`src/rtl/cdb_arbiter_pkg.sv`:
```
// Core parameters and the broadcast record shared by the CDB arbiter,
// the reorder buffer and the reservation stations.
package cdb_arbiter_pkg;

   localparam int NUM_FU = 8;
   localparam int DATA_W = 32;
   localparam int TAG_W  = 8;
   localparam int IDX_W  = $clog2(NUM_FU);
   localparam int CNT_W  = $clog2(NUM_FU) + 1;

   localparam logic [TAG_W-1:0] TAG_NONE = '0;

   // Slot 0 is the "no producer" tag and never holds a result.
   localparam logic [NUM_FU-1:0] SLOT_MASK = {{(NUM_FU-1){1'b1}}, 1'b0};

   typedef struct packed {
      logic              valid;
      logic [TAG_W-1:0]  tag;
      logic [DATA_W-1:0] value;
      logic              branch_fail;
   } cdb_t;

endpackage

```
`src/rtl/cdb_arbiter_if.sv`:
```
// Functional-unit handshake and CDB broadcast bundle.
// The slave side is the arbiter; the master side is the producers and consumers.
interface cdb_arbiter_if;
   import cdb_arbiter_pkg::*;

   logic [NUM_FU-1:0]        fu_valid;
   logic [NUM_FU*DATA_W-1:0] fu_result;
   logic [NUM_FU-1:0]        fu_branch_fail;
   logic [NUM_FU-1:0]        fu_ready;
   logic                     flush;
   logic                     cdb_valid;
   logic [TAG_W-1:0]         cdb_tag;
   logic [DATA_W-1:0]        cdb_value;
   logic                     cdb_branch_fail;
   logic [CNT_W-1:0]         held_count;

   modport master (
      output fu_valid, fu_result, fu_branch_fail, flush,
      input  fu_ready, cdb_valid, cdb_tag, cdb_value, cdb_branch_fail, held_count
   );

   modport slave (
      input  fu_valid, fu_result, fu_branch_fail, flush,
      output fu_ready, cdb_valid, cdb_tag, cdb_value, cdb_branch_fail, held_count
   );

endinterface

```
`src/rtl/cdb_arbiter_rr_picker.sv`:
```
// Rotating-priority picker: first full slot after rr_ptr, wrapping
// from NUM_FU-1 back to 1 and never selecting slot 0.
module cdb_rr_picker
   import cdb_arbiter_pkg::*;
(
   input  logic [NUM_FU-1:0] full,
   input  logic [TAG_W-1:0]  rr_ptr,
   output logic [NUM_FU-1:0] grant,
   output logic [TAG_W-1:0]  winner,
   output logic              any_grant
);

   int idx;

   always_comb begin
      grant     = '0;
      winner    = TAG_NONE;
      any_grant = 1'b0;
      idx       = 0;
      for (int k = 1; k < NUM_FU; k++) begin
         // rr_ptr + k never exceeds 2*(NUM_FU-1), so one subtraction wraps it.
         idx = int'(rr_ptr) + k;
         if (idx >= NUM_FU) begin
            idx = idx - (NUM_FU - 1);
         end
         if (!any_grant && full[idx]) begin
            any_grant   = 1'b1;
            grant[idx]  = 1'b1;
            winner      = idx[TAG_W-1:0];
         end
      end
   end

endmodule

```
`src/rtl/cdb_arbiter.sv`:
```
// Common-data-bus broadcaster: one holding slot per functional unit and a
// registered round-robin broadcast of at most one result per cycle.
module cdb_arbiter
   import cdb_arbiter_pkg::*;
(
   input  logic         CLOCK_50,
   input  logic         RSTN_N,
   cdb_arbiter_if.slave bus
);

   logic [NUM_FU-1:0] full_q, full_d;
   logic [DATA_W-1:0] value_q [NUM_FU];
   logic [DATA_W-1:0] value_d [NUM_FU];
   logic [NUM_FU-1:0] bf_q, bf_d;
   logic [TAG_W-1:0]  rr_ptr_q, rr_ptr_d;
   cdb_t              cdb_q, cdb_d;
   logic [CNT_W-1:0]  held_count_q, held_count_d;

   logic [NUM_FU-1:0] grant;
   logic [NUM_FU-1:0] ready;
   logic [NUM_FU-1:0] accept;
   logic [TAG_W-1:0]  winner;
   logic              any_grant;

   cdb_rr_picker u_picker (
      .full      (full_q),
      .rr_ptr    (rr_ptr_q),
      .grant     (grant),
      .winner    (winner),
      .any_grant (any_grant)
   );

   // A slot being drained this cycle can refill on the same edge.
   assign ready       = (~full_q | grant) & SLOT_MASK;
   assign accept      = bus.fu_valid & ready;
   assign bus.fu_ready = ready;

   always_comb begin
      full_d       = full_q;
      value_d      = value_q;
      bf_d         = bf_q;
      rr_ptr_d     = rr_ptr_q;
      cdb_d        = '0;
      held_count_d = '0;

      if (bus.flush) begin
         full_d = '0;
      end else begin
         if (any_grant) begin
            cdb_d.valid       = 1'b1;
            cdb_d.tag         = winner;
            cdb_d.value       = value_q[winner[IDX_W-1:0]];
            cdb_d.branch_fail = bf_q[winner[IDX_W-1:0]];
            full_d            = full_q & ~grant;
            rr_ptr_d          = winner;
         end
         for (int l = 0; l < NUM_FU; l++) begin
            if (accept[l]) begin
               full_d[l]  = 1'b1;
               value_d[l] = bus.fu_result[l*DATA_W +: DATA_W];
               bf_d[l]    = bus.fu_branch_fail[l];
            end
         end
      end

      for (int l = 0; l < NUM_FU; l++) begin
         held_count_d = held_count_d + CNT_W'(full_d[l]);
      end
   end

   always_ff @(posedge CLOCK_50 or negedge RSTN_N) begin
      if (!RSTN_N) begin
         full_q       <= '0;
         bf_q         <= '0;
         rr_ptr_q     <= TAG_NONE;
         cdb_q        <= '0;
         held_count_q <= '0;
         for (int l = 0; l < NUM_FU; l++) begin
            value_q[l] <= '0;
         end
      end else begin
         full_q       <= full_d;
         bf_q         <= bf_d;
         rr_ptr_q     <= rr_ptr_d;
         cdb_q        <= cdb_d;
         held_count_q <= held_count_d;
         for (int l = 0; l < NUM_FU; l++) begin
            value_q[l] <= value_d[l];
         end
      end
   end

   assign bus.cdb_valid       = cdb_q.valid;
   assign bus.cdb_tag         = cdb_q.tag;
   assign bus.cdb_value       = cdb_q.value;
   assign bus.cdb_branch_fail = cdb_q.branch_fail;
   assign bus.held_count      = held_count_q;

endmodule
```
`src/flat_wrapper.sv`:
```
// flat-port wrapper written by rule: the top's interface ports become plain ports
module cdb_arbiter_flat import cdb_arbiter_pkg::*;
  (CLOCK_50, RSTN_N, bus_fu_valid, bus_fu_result, bus_fu_branch_fail, bus_flush, bus_fu_ready, bus_cdb_valid, bus_cdb_tag, bus_cdb_value, bus_cdb_branch_fail, bus_held_count);
  cdb_arbiter_if bus_i ();
  input  logic CLOCK_50;
  input  logic RSTN_N;
  input wire logic [$bits(bus_i.fu_valid)-1:0] bus_fu_valid;
  input wire logic [$bits(bus_i.fu_result)-1:0] bus_fu_result;
  input wire logic [$bits(bus_i.fu_branch_fail)-1:0] bus_fu_branch_fail;
  input wire logic [$bits(bus_i.flush)-1:0] bus_flush;
  output wire logic [$bits(bus_i.fu_ready)-1:0] bus_fu_ready;
  output wire logic [$bits(bus_i.cdb_valid)-1:0] bus_cdb_valid;
  output wire logic [$bits(bus_i.cdb_tag)-1:0] bus_cdb_tag;
  output wire logic [$bits(bus_i.cdb_value)-1:0] bus_cdb_value;
  output wire logic [$bits(bus_i.cdb_branch_fail)-1:0] bus_cdb_branch_fail;
  output wire logic [$bits(bus_i.held_count)-1:0] bus_held_count;
  assign bus_i.fu_valid = bus_fu_valid;
  assign bus_i.fu_result = bus_fu_result;
  assign bus_i.fu_branch_fail = bus_fu_branch_fail;
  assign bus_i.flush = bus_flush;
  assign bus_fu_ready = bus_i.fu_ready;
  assign bus_cdb_valid = bus_i.cdb_valid;
  assign bus_cdb_tag = bus_i.cdb_tag;
  assign bus_cdb_value = bus_i.cdb_value;
  assign bus_cdb_branch_fail = bus_i.cdb_branch_fail;
  assign bus_held_count = bus_i.held_count;
  cdb_arbiter u_core (.CLOCK_50(CLOCK_50), .RSTN_N(RSTN_N), .bus(bus_i));
endmodule
```
`config.mk`:
```
export PLATFORM = sky130hd
export DESIGN_NAME = cdb_arbiter_flat
export DESIGN_NICKNAME = d
export VERILOG_FILES = /design/src/rtl/cdb_arbiter_pkg.sv /design/src/rtl/cdb_arbiter_if.sv /design/src/rtl/cdb_arbiter_rr_picker.sv /design/src/rtl/cdb_arbiter.sv /design/src/flat_wrapper.sv
export SDC_FILE = /design/constraint.sdc
export NUM_CORES = 1
export LEC_CHECK = 0
export ABC_AREA = 1
export CAP_MARGIN = 0
export CORE_MARGIN = 2
export CORE_UTILIZATION = 54
export DETAILED_ROUTE_END_ITERATION = 12
export PLACE_DENSITY_LB_ADDON = 0.05
export REMOVE_ABC_BUFFERS = 1
export SLEW_MARGIN = 25
export SYNTH_ARGS = -nofsm -noshare
export SYNTH_HDL_FRONTEND = slang
export SYNTH_SLANG_ARGS = --single-unit
```
`constraint.sdc`:
```
create_clock -name CLOCK_50 -period 8.25 [get_ports CLOCK_50]
set_clock_uncertainty 0.1 [all_clocks]
set_input_delay 1.2375 -clock CLOCK_50 [delete_from_list [all_inputs] [get_ports CLOCK_50]]
set_output_delay 1.2375 -clock CLOCK_50 [all_outputs]
set_load 0.005 [all_outputs]
```
Word-level counts from Yosys, hierarchy flattened
Index checks and enable logic that the tools add are counted.
{"block": "totals", "reg_bits": 326, "latch_bits": 0, "mem_bits_rw": 0, "romBits": 0, "inputBits": 275, "out_inout_bits": 54, "word_cells": 188, "mem_count": 0}
{"block": "classes", "n_addsub": 21, "mul": 0, "n_div": 0, "order_cmp": 23, "n_eq_ne": 0, "shift": 0, "mux": 80, "n_bitwise": 13, "reduce_logical": 28}
{"operator": "32-bit 2-to-1 mux", "n": 9}
{"operator": "32-bit by 1-bit >= comparator with 1-bit output, second input constant", "n": 7}
{"operator": "32-bit by 5-bit less-than comparator with 1-bit output, second input constant", "n": 7}
{"operator": "8-bit 2-to-1 mux", "n": 16}
{"operator": "32-bit binary-select mux with 3-bit select", "n": 1}
{"operator": "42-bit 2-to-1 mux", "n": 2}
{"operator": "9-bit by 3-bit subtractor with 10-bit output, second input constant", "n": 6}
{"operator": "8-bit OR", "n": 7}
{"operator": "9-bit by 4-bit >= comparator with 1-bit output, second input constant", "n": 6}
{"operator": "1-bit 2-to-1 mux", "n": 37}
{"operator": "8-bit by 3-bit adder with 9-bit output, second input constant", "n": 4}
{"operator": "32-bit by 5-bit >= comparator with 1-bit output, second input constant", "n": 1}
{"operator": "32-bit by 4-bit subtractor with 32-bit output, second input constant", "n": 1}
{"operator": "4-bit by 1-bit adder with 4-bit output", "n": 6}
{"operator": "1-bit binary-select mux with 3-bit select", "n": 8}
{"operator": "1-bit demux with 3-bit select", "n": 7}
{"operator": "8-bit by 2-bit adder with 9-bit output, second input constant", "n": 2}
{"operator": "2-bit AND reduction", "n": 9}
{"operator": "8-bit bitwise AND", "n": 2}
{"operator": "8-bit inverter", "n": 2}
{"operator": "1-bit logical AND", "n": 13}
{"operator": "8-bit by 1-bit adder with 9-bit output, second input constant", "n": 1}
{"operator": "1-bit zero test", "n": 6}
{"operator": "4-bit >= comparator, second input constant", "n": 1}
{"operator": "other kinds (4)", "n": 4}

Depth between registers and ports, before layout
Gate-level depths: netlist of the first run.
{"block": "logic_depth", "depth_word": 37, "ltp_mapped": 38, "depth_no_buf": 36}

Cells and area by module
A second synthesis of the first run with hierarchy kept.
{"block": "unflattened", "hier_cells": 2585, "hier_area_um2": 18341.3}
{"module": "cdb_arbiter", "instances": 1, "cells_each": 1676, "area_each_um2": 13688.1, "seq_area_each_um2": 7332.0}
{"module": "cdb_rr_picker", "instances": 1, "cells_each": 909, "area_each_um2": 4653.2, "seq_area_each_um2": 0.0}

Worst setup path before layout of the first run
OpenSTA, ideal clock, no wires.
{"block": "synth_path", "kind": "register to register", "start": "reg u_core.rr_ptr_q[0]", "end": "reg u_core.held_count_q[1] (netlist: u_core.bus.held_count[1])", "setup_ns": 0.136, "arrival_ns": 5.853, "required_time_ns": 8.014, "slack_ns": 2.161, "path_stages_with_launch": 36, "n_path_buf": 4, "period_less_slack_ns": 6.089, "cell_sequence": "dfrtp_1 -> buf_4 -> inv_1 -> clkbuf_1 -> ha_1 -> o21ai_0 -> nand2_1 -> xor2_1 -> nand2_1 -> nor2_1 -> nand2_2 -> inv_2 -> nand2_1 -> nand2_1 -> buf_2 -> o21ai_0 -> nand2_1 -> nand2_1 -> nand2_1 -> nand2_1 -> inv_2 -> nand2_4 -> nor2_4 -> nand2_1 -> nand4_2 -> buf_2 -> a21oi_1 -> ha_1 -> inv_1 -> fa_1 -> inv_1 -> fa_1 -> inv_1 -> fa_1 -> inv_1 -> fa_1"}
{"block": "synth_between", "word_cells_on_any_way": 137, "classes_between": "add/sub (21); order compare (21); mux (66); bitwise (10); reduce/logical (19)"}
{"element": "from (decl)", "line": "cdb_arbiter.sv:15", "text": "logic [TAG_W-1:0] rr_ptr_q, rr_ptr_d;"}
{"element": "from (signal assigned)", "line": "cdb_arbiter.sv:84", "text": "rr_ptr_q <= rr_ptr_d;"}
{"element": "branches (longest 24 deep; another with 32-bit by 4-bit subtractor with 32-bit output)"}
{"element": "8-bit 2-to-1 mux (*)", "line": "cdb_arbiter_rr_picker.sv:26", "text": "if (!any_grant && full[idx]) begin"}
{"element": "8-bit OR (*)", "line": "cdb_arbiter.sv:34", "text": "assign ready = (~full_q | grant) & SLOT_MASK;"}
{"element": "net bus_fu_ready[1]", "line": "flat_wrapper.sv:11", "text": "output wire logic [$bits(bus_i.fu_ready)-1:0] bus_fu_ready;"}
{"element": "8-bit bitwise AND (*)", "line": "cdb_arbiter.sv:35", "text": "assign accept = bus.fu_valid & ready;"}
{"element": "1-bit 2-to-1 mux (*)", "line": "cdb_arbiter.sv:58", "text": "if (accept[l]) begin"}
{"element": "8-bit 2-to-1 mux (*)", "line": "cdb_arbiter.sv:46", "text": "if (bus.flush) begin"}
{"element": "net u_core.full_d[1]", "line": "cdb_arbiter.sv:11", "text": "logic [NUM_FU-1:0] full_q, full_d;"}
{"element": "1-bit by 1-bit adder with 2-bit output (*)", "line": "cdb_arbiter.sv:67", "text": "held_count_d = held_count_d + CNT_W'(full_d[l]);"}
{"element": "4-bit by 1-bit adder with 4-bit output (*) (6 in a row)", "line": "cdb_arbiter.sv:67"}
{"element": "net u_core.held_count_d[1]", "line": "cdb_arbiter.sv:17", "text": "logic [CNT_W-1:0] held_count_q, held_count_d;"}
{"element": "to (signal assigned)", "line": "cdb_arbiter.sv:86", "text": "held_count_q <= held_count_d;"}
{"element": "to (decl)", "line": "cdb_arbiter.sv:17"}
Mark *: on every way through the listed nets, which the timed path passes. The select of a mux whose other input is x is not followed.
A chain may end at the register's enable or synchronous reset.

Final worst setup path of the first run
{"block": "layout_path", "start": "reg u_core.rr_ptr_q[1]", "end": "out bus_fu_ready[4]"}
{"block": "layout_between", "elab_chain_cells": 26, "word_cells_on_any_way": 116, "classes_between": "add/sub (14); order compare (21); mux (55); bitwise (7); reduce/logical (19)"}
{"element": "branches (longest 24 deep; another with 32-bit by 4-bit subtractor with 32-bit output)"}
{"element": "8-bit 2-to-1 mux (*)", "line": "cdb_arbiter_rr_picker.sv:26"}
{"element": "8-bit OR (*)", "line": "cdb_arbiter.sv:34"}
{"element": "to (decl)", "line": "flat_wrapper.sv:11"}
Mark *: on every way between the ends. The select of a mux whose other input is x is not followed.

==> results.tsv, run 1 <==
metric	value	unit
outcome	complete, no violations	
dr.pass1.iters	6	
min_path_type	reg -> reg	
max_slew_margin	0.315	
route.detailed.drc	0	
async_reset_ff_frac	1.00	
critPathRequiredTime	6910	ps
die_height	188	µm
clk_path_buf_depth	3	
antennaDiodeCount	0	
drt_iter0_markers	2071	
synth_area_per_cell	6.97	µm²
grt_pass1_wl	103000	µm
synth-simple-area-share	0.438	
critical_path_peak_fanout	35	
ctsResizeCount	0	
wl_per_cell	20.0	µm
postSynthCellCount	2630	
post-dp-hpwl	45600	µm
tns	0	ps
ant_nets	0	
drive_gt1_frac	0.0665	
portBuffers	293	
synth_area	0.0183	mm²
via_per_inst	5.89	
postLayoutCoreUtil	0.672	
rsz0062_at_grt	no	
postCtsSetupBuffers	0	
clk_latency	590	ps
finalSetupViolCount	0	
die-area	0.0355	mm²
synthAdderAreaFrac	0.0153	
wirelength	66100	µm
clk_pin_slew	70	ps
crit_arrival	5980	ps
grt_usage	0.369	
synth_compound_area_frac	0.0405	
final_cells	3307	
overflow	0	
worstSetupStartpointType	register	
grt_pass1_vias	18624	
grt_start_max_net_pins	100	
path_class	reg -> out	
root_buffer	clkbuf_16	
antenna_found_initial	0	
tightestPinTransition	1020	ps
cts_tree	built	
synth.distinct_cells	49	
gp_congestion	0.946	
placed_cells	3249	
synth_top_family_by_area	simple AND/OR/NAND/NOR gates	
rows	67	
synth_edf_count	0	
muxShareOfSynthArea	0	
drv_slew	0	
hold_viol	0	
max_freq	137	MHz
final_nets	3130	
cts_buffers	31	
cp-end-kind	output pin	
ys_top_cells_by_area	dfrtp_1 40%, nand2_1 20%, nand3_1 13%	
yosys.area.top_type_share	0.400	
ys_seq_elements	293	
vias	19489	
die_w	188	µm
synthXorXnorAreaFrac	0.0167	
yosysTopAreaCell	dfrtp_1	
final.period_utilization	0.887	
cts.sinks	293	
area_delta_synth_final	22.5	%
fin_crit	7320	ps
synth_ff_type	dfrtp_1	
htreeDepth	1	
max_cap_violations	0	
hold_buffers	0	
yosysSeqAreaShare	0.400	
ys_warn_count	0	
hold-worst-slack	370	ps
core_area	0.0334	mm²
initial_core_util	0.548	
ioPinCount	329	
-- synth_stat cells (16+ instances only) --
library cell,instances
nand2_1,957
nand3_1,470
dfrtp_1,293
inv_1,202
nand4_1,141
nor2_1,112
a21oi_1,64
buf_2,61
clkbuf_1,50
o21ai_0,28
xor2_1,25
nand2_2,24
buf_4,23
nor3_1,22
inv_2,19
ha_1,16
-- worst paths after layout --
path	from	endpoint	slack [ps]	depth (start not counted)
max	u_core.rr_ptr_q[1]	bus_fu_ready[4]	930	22
min	u_core.value_q[195]	u_core.value_q[195]	370	2
max reg2reg	u_core.rr_ptr_q[2]	u_core.bus.held_count[1]	1360	33
min reg2reg	u_core.value_q[195]	u_core.value_q[195]	370	2
max in group asynchronous	RSTN_N	u_core.bf_q[7]	6020	2
min in group asynchronous	RSTN_N	u_core.value_q[150]	570	1
-- sequential cells by signal (all words and copies together), names as in the netlist --
| name | count |
|---|---|
| u_core.value_q | 224 |
| u_core.bus.cdb_value | 32 |
| u_core.bus.cdb_tag | 8 |
| u_core.full_q | 8 |
| u_core.rr_ptr_q | 8 |
| u_core.bf_q | 7 |
| u_core.bus.held_count | 4 |
| u_core.bus.cdb_branch_fail | 1 |
| u_core.bus.cdb_valid | 1 |
-- critical path: stages, from the launching register on --
cell and delay, ps:
dfrtp_1 610, inv_1 330, ha_1 370, o21ai_0 410, xor2_1 450, nand2_1 170
nor2_1 150, nand2_2 140, inv_2 120, nand2_1 50, nand2_1 370, o21ai_0 170
nand2_1 90, nand2_1 60, nand2_1 50, nand2_1 80, inv_2 100, nand2_4 130
nor2_4 170, nand4_1 180, nand4_2 150, buf_4 420, clkdlybuf4s50_1 600
-- placed cells by master (no fill, tap or decap), drive strengths merged, types with 2 or more instances in the layout --
cell           count
xor2              25
o31ai              3
inv              222
buf               30
nand2            984
o21bai             3
a21oi             64
clkinv             4
clkdlybuf4s50    292
or2                4
nor2             134
a21boi             2
nand3            480
ha                16
o22ai              5
dfrtp            293
o2111ai            2
fa                 4
nand4            146
bufinv             3
nor4               2
xnor2             10
nor3              23
o21ai             44
o221ai             3
and2               2
nor3b              3
clkbuf            50
-- layout make-up --
| cell class | instances | area, µm² |
|---|---|---|
| fillers | 2834 | 11000 |
| multi-input cells | 1964 | 9450 |
| flip-flops and latches | 293 | 7330 |
| repair buffers | 322 | 3180 |
| clock buffers | 50 | 977 |
| inverters | 223 | 837 |
| well taps | 448 | 561 |
| clock inverters | 7 | 128 |
-- through the flow --
step | instance area, µm² | worst slack (ps)
after floorplan | 17500 | 962
after global placement | 21300 | 1500
after detailed placement | 21300 | 1460
after CTS | 22400 | 952
after global routing | 22500 | 571
final | 22500 | 931
-- per-layer routing --
layer	up-vias	GRT usage	wire length [µm]
li1	8978	-	-
met1	9166	0.491	26000
met2	1139	0.585	30000
met3	206	0.0535	6270
met4	0	0.196	3810
met5	-	0	0
-- cell families after synthesis --
kind of cell	after synthesis
AOI/OAI and AO/OA	129
xor gates and xnor gates	35
adders and majority gates	20
buffers and inverters	373
DFF	293
other	1
and+or+nand+nor	1779
Power of run 1 is not shown: default switching activity piles up to over one toggle a cycle in this logic, so the estimate is an artifact.
==> inputs of run 2 (changes only) <==
ABC_AREA = 0   (was 1)
==> results.tsv, run 2 <==
metric	value	unit	change
outcome	complete, no violations		unchanged
overflow	0		unchanged
finalSetupViolCount	0		unchanged
groute.layer.met1.usage	0.440		was 0.491
wl_per_cell	23.4	µm	was 20.0 µm
multi_input_area	0.0104	mm²	was 0.00945 mm²
use_met3	0.0784		was 0.0535
grt_usage	0.332		was 0.369
gp_congestion	1.02		was 0.946
synthTopCellsByCount	293 x dfrtp_1, 129 x o21ai_0, 116 x and3_1		was 957 x nand2_1, 470 x nand3_1, 293 x dfrtp_1
final_cell_mix	292 x clkdlybuf4s50_1, 292 x dfrtp_1, 128 x o21ai_0		was 955 x nand2_1, 468 x nand3_1, 293 x dfrtp_1
htreeDepth	1		unchanged
grt_pass1_vias	16315		was 18624
cts.sinks	293		unchanged
vias	16175		was 19489
cp-end-kind	register		was output pin
postSynthCellCount	1853		was 2630
synth_area_per_cell	10.2	µm²	was 6.97 µm²
async_reset_ff_frac	1.00		unchanged
postCtsSetupBuffers	0		unchanged
largest_reg_flops	224		unchanged
synth_area	0.0189	mm²	was 0.0183 mm²
cts_buffers	31		unchanged
top_usage_layer	met2		unchanged
ys_top_cells_by_area	dfrtp_1 39%, mux2_2 6.5%, mux2_4 4.8%		was dfrtp_1 40%, nand2_1 20%, nand3_1 13%
ioPinCount	329		unchanged
critical_path_peak_fanout	25		was 35
core_area	0.0345	mm²	was 0.0334 mm²
initial_core_util	0.548		about the same
post-dp-hpwl	42200	µm	was 45600 µm
die_w	191	µm	was 188 µm
yosysSeqAreaShare	0.388		was 0.400
max_slew_margin	0.360		was 0.315
clk_path_buf_depth	3		unchanged
synth_ff_type	dfrtp_1		unchanged
grt_start_max_net_pins	200		was 100
max_cap_violations	0		unchanged
root_buffer	clkbuf_16		unchanged
ys_warn_count	0		unchanged
drt_iter0_markers	1454		was 2071
regMostFlops	u_core.value_q		unchanged
area_delta_synth_final	22.4	%	was 22.5%
synth.distinct_cells	100		was 49
grt_pass1_wl	93700	µm	was 103000 µm
hold_buffers	0		unchanged
via_per_inst	6.28		was 5.89
die_height	191	µm	was 188 µm
ys_seq_elements	293		unchanged
postLayoutCoreUtil	0.671		was 0.672
route.detailed.drc	0		unchanged
cp_slowest_stage_delay	970	ps	was 610 ps
antennaDiodeCount	0		unchanged
rsz0062_at_grt	no		unchanged
path_class	reg -> reg		was reg -> out
clk_latency	560	ps	was 590 ps
cp_slowest_cell	dfrtp_1		unchanged
synth.most_common_cell	dfrtp_1		was nand2_1
critPathRequiredTime	8580	ps	was 6910 ps
final_nets	2399		was 3130
crit_arrival	7410	ps	was 5980 ps
portBuffers	293		unchanged
tightestPinTransition	961	ps	was 1020 ps
antenna_found_initial	5		was 0
max_freq	141	MHz	was 137 MHz
hold_viol	0		unchanged
clk_pin_slew	60	ps	was 70 ps
cp_cell_sequence	nand2_1, o21a_1, a211oi_1, and2_1, mux2_2, a31o_2, or2b_2, nor4_4, nand2_1, o32a_1, nand3_1, a21oi_1, ha_1, inv_1, fa_1, inv_1, fa_1, inv_1, fa_1, inv_1, fa_1		was inv_1, ha_1, o21ai_0, xor2_1, nand2_1, nor2_1, nand2_2, inv_2, nand2_1, nand2_1, o21ai_0, nand2_1, nand2_1, nand2_1, nand2_1, inv_2, nand2_4, nor2_4, nand4_1, nand4_2, buf_4, clkdlybuf4s50_1
nFillCells	2793		was 2834
yosys.area.top_type_share	0.388		was 0.400
worstSetupStartpointType	register		unchanged
ant_nets	0		unchanged
die-area	0.0365	mm²	was 0.0355 mm²
drv_slew	0		unchanged
wirelength	60300	µm	was 66100 µm
regArea	0.00733	mm²	about the same
final.period_utilization	0.858		was 0.887
synth_edf_count	0		unchanged
cts_tree	built		unchanged
ctsResizeCount	0		unchanged
min_path_type	reg -> reg		unchanged
yosysTopAreaCell	dfrtp_1		unchanged
dr.pass1.iters	6		unchanged
drive_gt1_frac	0.162		was 0.0665
rows	68		was 67
use_met2	0.537		was 0.585
fin_crit	7080	ps	was 7320 ps
## run 2: area by class of cell
type                    count  share of cell area
clock buffers              44              0.0374
clock inverters             7             0.00281
inverters                  61             0.00990
multi-input cells        1346               0.451
flip-flops and latches    293               0.317
well taps                 455              0.0246
repair buffers            371               0.157
## run 2: metal layers
metal	vias up	share of wire
met1	7982	0.41
met3	141	0.085
met5	-	0.0011
li1	7365	-
met4	10	0.033
met2	677	0.47
## run 2: cell families after synthesis
family,after synthesis,share of synthesized area
buffers and inverters,214,0.0619
adders and majority gates,20,0.0148
other,1,0.000199
xor gates and xnor gates,69,0.0336
muxes,253,0.164
DFF,293,0.388
AOI/OAI and AO/OA,527,0.196
and+or+nand+nor,476,0.141
## run 2: worst max-delay path: cells and delay by family, from the launching register on
kind | cells | cell delay [ps]
fa+ha+maj | 5 | 2020
simple gates | 6 | 1830
compound gates | 5 | 1370
flops | 1 | 970
mux | 1 | 380
buf+inv | 4 | 250
## run 2: final timing paths
kind	cells past startpoint	to	startpoint	slack, ps
max	21	u_core.bus.held_count[1]	u_core.rr_ptr_q[4]	1170
min reg2reg	1	u_core.value_q[161]	u_core.value_q[161]	380
max in group asynchronous	2	u_core.value_q[122]	RSTN_N	6200
min in group asynchronous	1	u_core.value_q[38]	RSTN_N	520
max reg2reg	21	u_core.bus.held_count[1]	u_core.rr_ptr_q[4]	1170
min	1	u_core.value_q[161]	u_core.value_q[161]	380
## run 2: through the flow
step	setup slack [ps]	TNS [ps]	instances	hold WS, ps	instance area [µm²]
finish	1170	0	2577	378	23100
global route	753	0	2577	400	23100
CTS	1250	0	2576	383	23100
detailed placement	1290	0	2525	367	22200
global placement	1390	0	2525	360	22200
floorplan	-4770	-166050	1700	349	17900
Power of run 2 is left out for the same reason.
==> inputs of run 3 (changes only) <==
CORE_ASPECT_RATIO = 1.1   (was unset)
==> results.tsv, run 3 (synthesis gave the netlist of run 2 again) <==
metric	value	unit	change
outcome	complete, no violations		unchanged
tightestPinTransition	933	ps	was 961 ps
area_delta_synth_final	22.1	%	was 22.4%
ant_nets	0		unchanged
postLayoutCoreUtil	0.673		was 0.671
htreeDepth	1		unchanged
critical-path-top-delay-family	adder cells		unchanged
wl_per_cell	23.9	µm	was 23.4 µm
reg2reg_slack	950	ps	was 1170 ps
root_buffer	clkbuf_16		unchanged
wirelength	61200	µm	was 60300 µm
path_class	reg -> reg		unchanged
die_height	200	µm	was 191 µm
grt_pass1_vias	16514		was 16315
grt_start_max_net_pins	200		unchanged
rows	71		was 68
hold_buffers	0		unchanged
final.period_utilization	0.885		was 0.858
core_area	0.0343	mm²	was 0.0345 mm²
overflow	0		unchanged
reg2reg_depth	24		was 21
critical_path_peak_fanout	12		was 25
cts.sinks	293		unchanged
r2r-end	u_core.bus.held_count[1]		unchanged
nFillCells	2641		was 2793
cts_buffers	31		unchanged
regMostFlops	u_core.value_q		unchanged
portBuffers	293		unchanged
route.detailed.drc	0		unchanged
holdCritStartpoint	u_core.value_q[3]		was u_core.value_q[161]
critPathRequiredTime	8590	ps	was 8580 ps
largest_reg_flops	224		unchanged
cp_slowest_stage_delay	820	ps	was 970 ps
cp_slowest_cell	o41ai_1		was dfrtp_1
clk_path_buf_depth	3		unchanged
worstReg2RegStart	u_core.rr_ptr_q[2]		was u_core.rr_ptr_q[4]
drive_gt1_frac	0.159		was 0.162
final_nets	2384		was 2399
drv_slew	0		unchanged
hold_viol	0		unchanged
gp_congestion	0.980		was 1.02
whs_path_depth	1		unchanged
dr.pass1.iters	5		was 6
hold_end	u_core.value_q[3]		was u_core.value_q[161]
max_cap_violations	0		unchanged
rsz0062_at_grt	no		unchanged
die-area	0.0365	mm²	about the same
ctsResizeCount	0		unchanged
clk_pin_slew	60	ps	about the same
grt_pass1_wl	94000	µm	was 93700 µm
finalSetupViolCount	0		unchanged
ioPinCount	329		unchanged
die_w	182	µm	was 191 µm
post-dp-hpwl	42800	µm	was 42200 µm
fin_crit	7300	ps	was 7080 ps
vias	16200		was 16175
postCtsSetupBuffers	0		unchanged
initial_core_util	0.551		was 0.548
cp_cell_sequence	ha_1, buf_4, xnor2_1, nand3b_1, o41ai_1, xnor2_1, and3b_1, or4_1, and2_4, nor3b_4, buf_4, and3_1, nor4_1, a21oi_1, nor3b_1, ha_1, inv_1, fa_1, inv_1, fa_1, inv_1, fa_1, inv_1, fa_1		was nand2_1, o21a_1, a211oi_1, and2_1, mux2_2, a31o_2, or2b_2, nor4_4, nand2_1, o32a_1, nand3_1, a21oi_1, ha_1, inv_1, fa_1, inv_1, fa_1, inv_1, fa_1, inv_1, fa_1
final_cell_mix	292 x clkdlybuf4s50_1, 292 x dfrtp_1, 128 x o21ai_0		unchanged
cts_tree	built		unchanged
cp-end-kind	register		unchanged
max_slew_margin	0.378		was 0.360
grt_usage	0.331		was 0.332
drt_iter0_markers	1260		was 1454
max_freq	137	MHz	was 141 MHz
min_path_type	reg -> reg		unchanged
antenna_found_initial	13		was 5
critPathBufInv	6		was 4
worstSetupStartpointType	register		unchanged
crit_arrival	7650	ps	was 7410 ps
clk_latency	570	ps	was 560 ps
via_per_inst	6.32		was 6.28
==> run 3: layout make-up <==
class	instances	area, µm²	share of cell area
flip-flops and latches	293	7330	0.318
inverters	61	229	0.00993
repair buffers	356	3520	0.153
well taps	438	548	0.0238
multi-input cells	1346	10400	0.452
clock buffers	45	888	0.0385
diodes	13	32.5	0.00141
clock inverters	11	90.1	0.00390
==> run 3: worst max path at each step <==
stage | cells after the start | slack, ps | to | start
2_1_floorplan | 13 | -4770 | u_core.bus.cdb_branch_fail | u_core.rr_ptr_q[0]
3_3_place_gp | 24 | 1170 | u_core.bus.held_count[1] | u_core.rr_ptr_q[2]
3_5_place_dp | 24 | 1070 | u_core.bus.held_count[1] | u_core.rr_ptr_q[2]
4_1_cts | 24 | 1030 | u_core.bus.held_count[1] | u_core.rr_ptr_q[2]
5_1_grt | 24 | 410 | u_core.bus.held_count[1] | u_core.rr_ptr_q[2]
6_report | 24 | 950 | u_core.bus.held_count[1] | u_core.rr_ptr_q[2]
==> run 3: metrics by stage <==
stage / TNS [ps] / cells / hold WS [ps] / cell area (µm²) / setup WS, ps
2_1_floorplan: -166050 / 1700 / 349 / 17900 / -4770
3_3_place_gp: 0 / 2493 / 361 / 22000 / 1170
3_5_place_dp: 0 / 2493 / 368 / 22000 / 1070
4_1_cts: 0 / 2549 / 382 / 23000 / 1030
5_1_grt: 0 / 2558 / 394 / 23100 / 412
6_report: 0 / 2563 / 381 / 23100 / 946
==> run 3: metal layers <==
metal  track usage  share of wire  vias up
met5             0        0.00020        -
met4         0.156          0.043        2
met3        0.0804          0.082      143
met2         0.554           0.49      655
met1         0.401           0.39     8062
li1              -              -     7338
Power of run 3 is left out for the same reason.
==> edit 1 (flow settings as in run 2) <==
`bf_q` no longer has a reset.
--- a/src/rtl/cdb_arbiter.sv
+++ b/src/rtl/cdb_arbiter.sv
@@ -73,3 +73,2 @@
          full_q       <= '0;
-         bf_q         <= '0;
          rr_ptr_q     <= TAG_NONE;
@@ -82,3 +81,2 @@
          full_q       <= full_d;
-         bf_q         <= bf_d;
          rr_ptr_q     <= rr_ptr_d;
@@ -92,2 +90,6 @@
 
+   always_ff @(posedge CLOCK_50) begin
+      bf_q <= bf_d;
+   end
+
    assign bus.cdb_valid       = cdb_q.valid;
Function: not settled (the Yosys comparison gave no result); the edit may change what the design does.
==> edit 1 against run 2 <==
Worst setup slack got worse by 370 ps; cell area decreased by 3.5%; largest cell class unchanged; area after synthesis decreased by 6.3%; sequential cell count unchanged; routed wire length decreased by 2.8%.
Power is left out: the tool's default activity adds up to more than one toggle a clock period on the data nets, which glitch-free logic cannot reach.
==> edit 1: results <==
drt:
  drt_first_iter_violations: 1312
  wl_met3_um: 5280
  wl_met1_um: 23800
  drt_wl_total_um: 58600
  vias_per_cell: 6.17
  firstDrtPassIters: 5
  wl_met2_um: 27600
  dr.max_layer_used: "met5"
critical_path:
  r2r_cells: 24
  r2r-end: "u_core.bus.held_count[2]"
  reg2reg_slack_ps: 910
  cp_max_fo: 28
  reg2reg_from: "u_core.rr_ptr_q[2]"
  cp.arrival_ps: 6110
  critPathCapture: "bus_fu_ready[7]"
  slowest_stage: "clkdlybuf4s50_1"
cells_and_area:
  finalNonFillerCells: 2396
  largest_register_ffs: 224
  regMostFlops: "u_core.value_q"
  final_layout_size_suffix_gt1_share_pct: 16.8
  fillers: 2507
place:
  placed_area_um2: 21200
  place_hpwl_um: 41100
  place_inst: 2327
  gp_congestion: 0.951
  place_ws_ps: 1020
global_route:
  grt_start_max_net_pins: 106
  antenna_found_initial: 12
  grtUsageTotal_pct: 34.0
  use_met3_pct: 8.30
  use_met2_pct: 54.8
  grt_pass1_wl_um: 88800
  first_global_vias: 15200
synthesis:
  synth_cells: 1628
  ys_top_cells_by_area: "dfrtp_1 40%, mux2i_1 6.5%, mux2_1 5.8%"
  ys_types: 103
  yosysWarnings: 0
  synth-edff-count: 7
  ys_seq_area_share_pct: 41.6
  ys_top_cells_by_count: "286 x dfrtp_1, 115 x mux2i_1, 115 x nor2_1, 100 x nand2_1, 91 x mux2_1"
clock_tree:
  post_cts_buffers: 0
  clk_latency_ps: 590
run_status:
  outcome: "finished, final reports clean"
timing:
  tightest_slew_ps: 1010
  setup_slack_ps: 805
[edit 1: worst min-delay path by stage]
stage	startpoint	to	slack [ps]	cells after the start
after floorplan	u_core.bf_q[1]	u_core.bus.cdb_branch_fail	330	1
after global placement	u_core.bf_q[1]	u_core.bus.cdb_branch_fail	340	1
after global routing	u_core.value_q[193]	u_core.bus.cdb_value[1]	400	1
final	u_core.value_q[193]	u_core.bus.cdb_value[1]	380	1
after detailed placement	u_core.bf_q[1]	u_core.bus.cdb_branch_fail	350	1
after CTS	u_core.value_q[193]	u_core.bus.cdb_value[1]	390	1
[edit 1: cells by family (layout without fill, tap and decap cells)]
family                     Yosys count  in the layout  share of synthesized area, %
and+or+nand+nor                    418            418                          12.7
DFF                                293            293                          41.6
xor gates and xnor gates            65             65                          3.22
other                                1             12                        0.0212
adders and majority gates           20             20                          1.58
AOI/OAI and AO/OA                  331            331                          13.5
buffers and inverters              148            463                          4.22
muxes                              352            352                          23.2
[edit 1: layout make-up]
| cell class | count | area (µm²) | area share (%) |
|---|---|---|---|
| multi-input combinational | 1187 | 9600 | 43.0 |
| inverter | 37 | 139 | 0.622 |
| clock inverter | 13 | 190 | 0.852 |
| tap | 442 | 553 | 2.48 |
| timing repair buffer | 368 | 3530 | 15.8 |
| sequential | 293 | 7370 | 33.0 |
| antenna | 11 | 27.5 | 0.123 |
| clock buffer | 45 | 908 | 4.07 |
[edit 1: critical path, delay by kind of cell (launching register included)]
family          cells  cell delay [ps]
simple gates        6             1690
buf+inv             5             1470
compound gates      3              840
mux                 1              480
xor+xnor            1              410
flops               1              380
fa+ha+maj           1              230
==> edit 2 (flow settings as in run 2) <==
Without the edit above. Change the package constant `TAG_W` from 8 to 7.
--- a/src/rtl/cdb_arbiter_pkg.sv
+++ b/src/rtl/cdb_arbiter_pkg.sv
@@ -6,3 +6,3 @@
    localparam int DATA_W = 32;
-   localparam int TAG_W  = 8;
+   localparam int TAG_W  = 7;
    localparam int IDX_W  = $clog2(NUM_FU);
Ports: changed (resized bus_cdb_tag); port bits go from 329 to 328. The function was not compared with the original's and may differ.
==> edit 2 against run 2 <==
Core utilization shrank 0.78 points; die area rose by 13%; final cell count grew 16%; worst setup slack worse by 330 ps; global-route usage up 3.6 points; cell area up 12%; area after synthesis rose by 13%; routed wire length is 29% higher; sequential cell count is 2 lower; sequential share of layout area decreased by 3.5 points; hold slack better by 5.7 ps; critical path type is now flip-flop to output pin; critical endpoint is now bus_fu_ready[6]; largest cell class unchanged.
Power is not shown: default switching activity piles up to over one toggle a cycle in this logic, so the estimate is an artifact.
==> edit 2: results <==
run_status:
  outcome: "finished, final reports clean"
critical_path:
  cp.arrival_ps: 6070
  crit_family: "simple AND/OR/NAND/NOR gates"
  cp_max_fo: 15
  critPathMaxStageDelay_ps: 710
drt:
  drt_first_iter_violations: 2047
  vias_per_cell: 6.60
  wl_met3_um: 6530
  wl_met1_um: 33000
  post_drt_wl_per_cell_um: 26.0
global_route:
  grtUsageTotal_pct: 36.8
  use_met2_pct: 55.9
  use_met3_pct: 6.78
  first_global_vias: 19700
  antenna_found_initial: 11
  grt_start_max_net_pins: 174
  grt_pass1_wl_um: 117000
place:
  place_hpwl_um: 52500
  place_inst: 2921
  numPortBuffers: 292
synthesis:
  ys_seq_area_share_pct: 34.0
  synth.mux.area_fraction_pct: 18.0
  ys_top_cells_by_count: "291 x dfrtp_1, 186 x nand2_1, 137 x o21ai_0, 128 x mux2_4, 127 x nand3_1"
clock_tree:
  clk_latency_ps: 540
  htree_levels: 2
cells_and_area:
  final-clk-cell-share_pct: 4.36
  nNonClkBuffers: 370
  final_layout_size_suffix_gt1_share_pct: 14.8
  seq-cell-share_pct: 28.2
  multi_input_gates: 1681
==> edit 2: through the flow <==
| stage | utilization, % | instance area [µm²] | hold WS, ps |
|---|---|---|---|
| floorplan | - | 20300 | 351 |
| global placement | 63.3 | 24700 | 361 |
| detailed placement | 63.3 | 24700 | 371 |
| CTS | 66.2 | 25800 | 385 |
| global route | 66.3 | 25800 | 396 |
| finish | 66.3 | 25800 | 383 |
==> edit 2: worst paths after layout <==
kind	start	to	slack, ps	cells after the start
max in group asynchronous	RSTN_N	u_core.value_q[118]	5800	3
max	u_core.rr_ptr_q[2]	bus_fu_ready[6]	840	14
min	u_core.value_q[72]	u_core.value_q[72]	380	1
min in group asynchronous	RSTN_N	u_core.value_q[189]	710	1
min reg2reg	u_core.value_q[72]	u_core.value_q[72]	380	1
max reg2reg	u_core.rr_ptr_q[0]	u_core.bus.held_count[1]	970	21
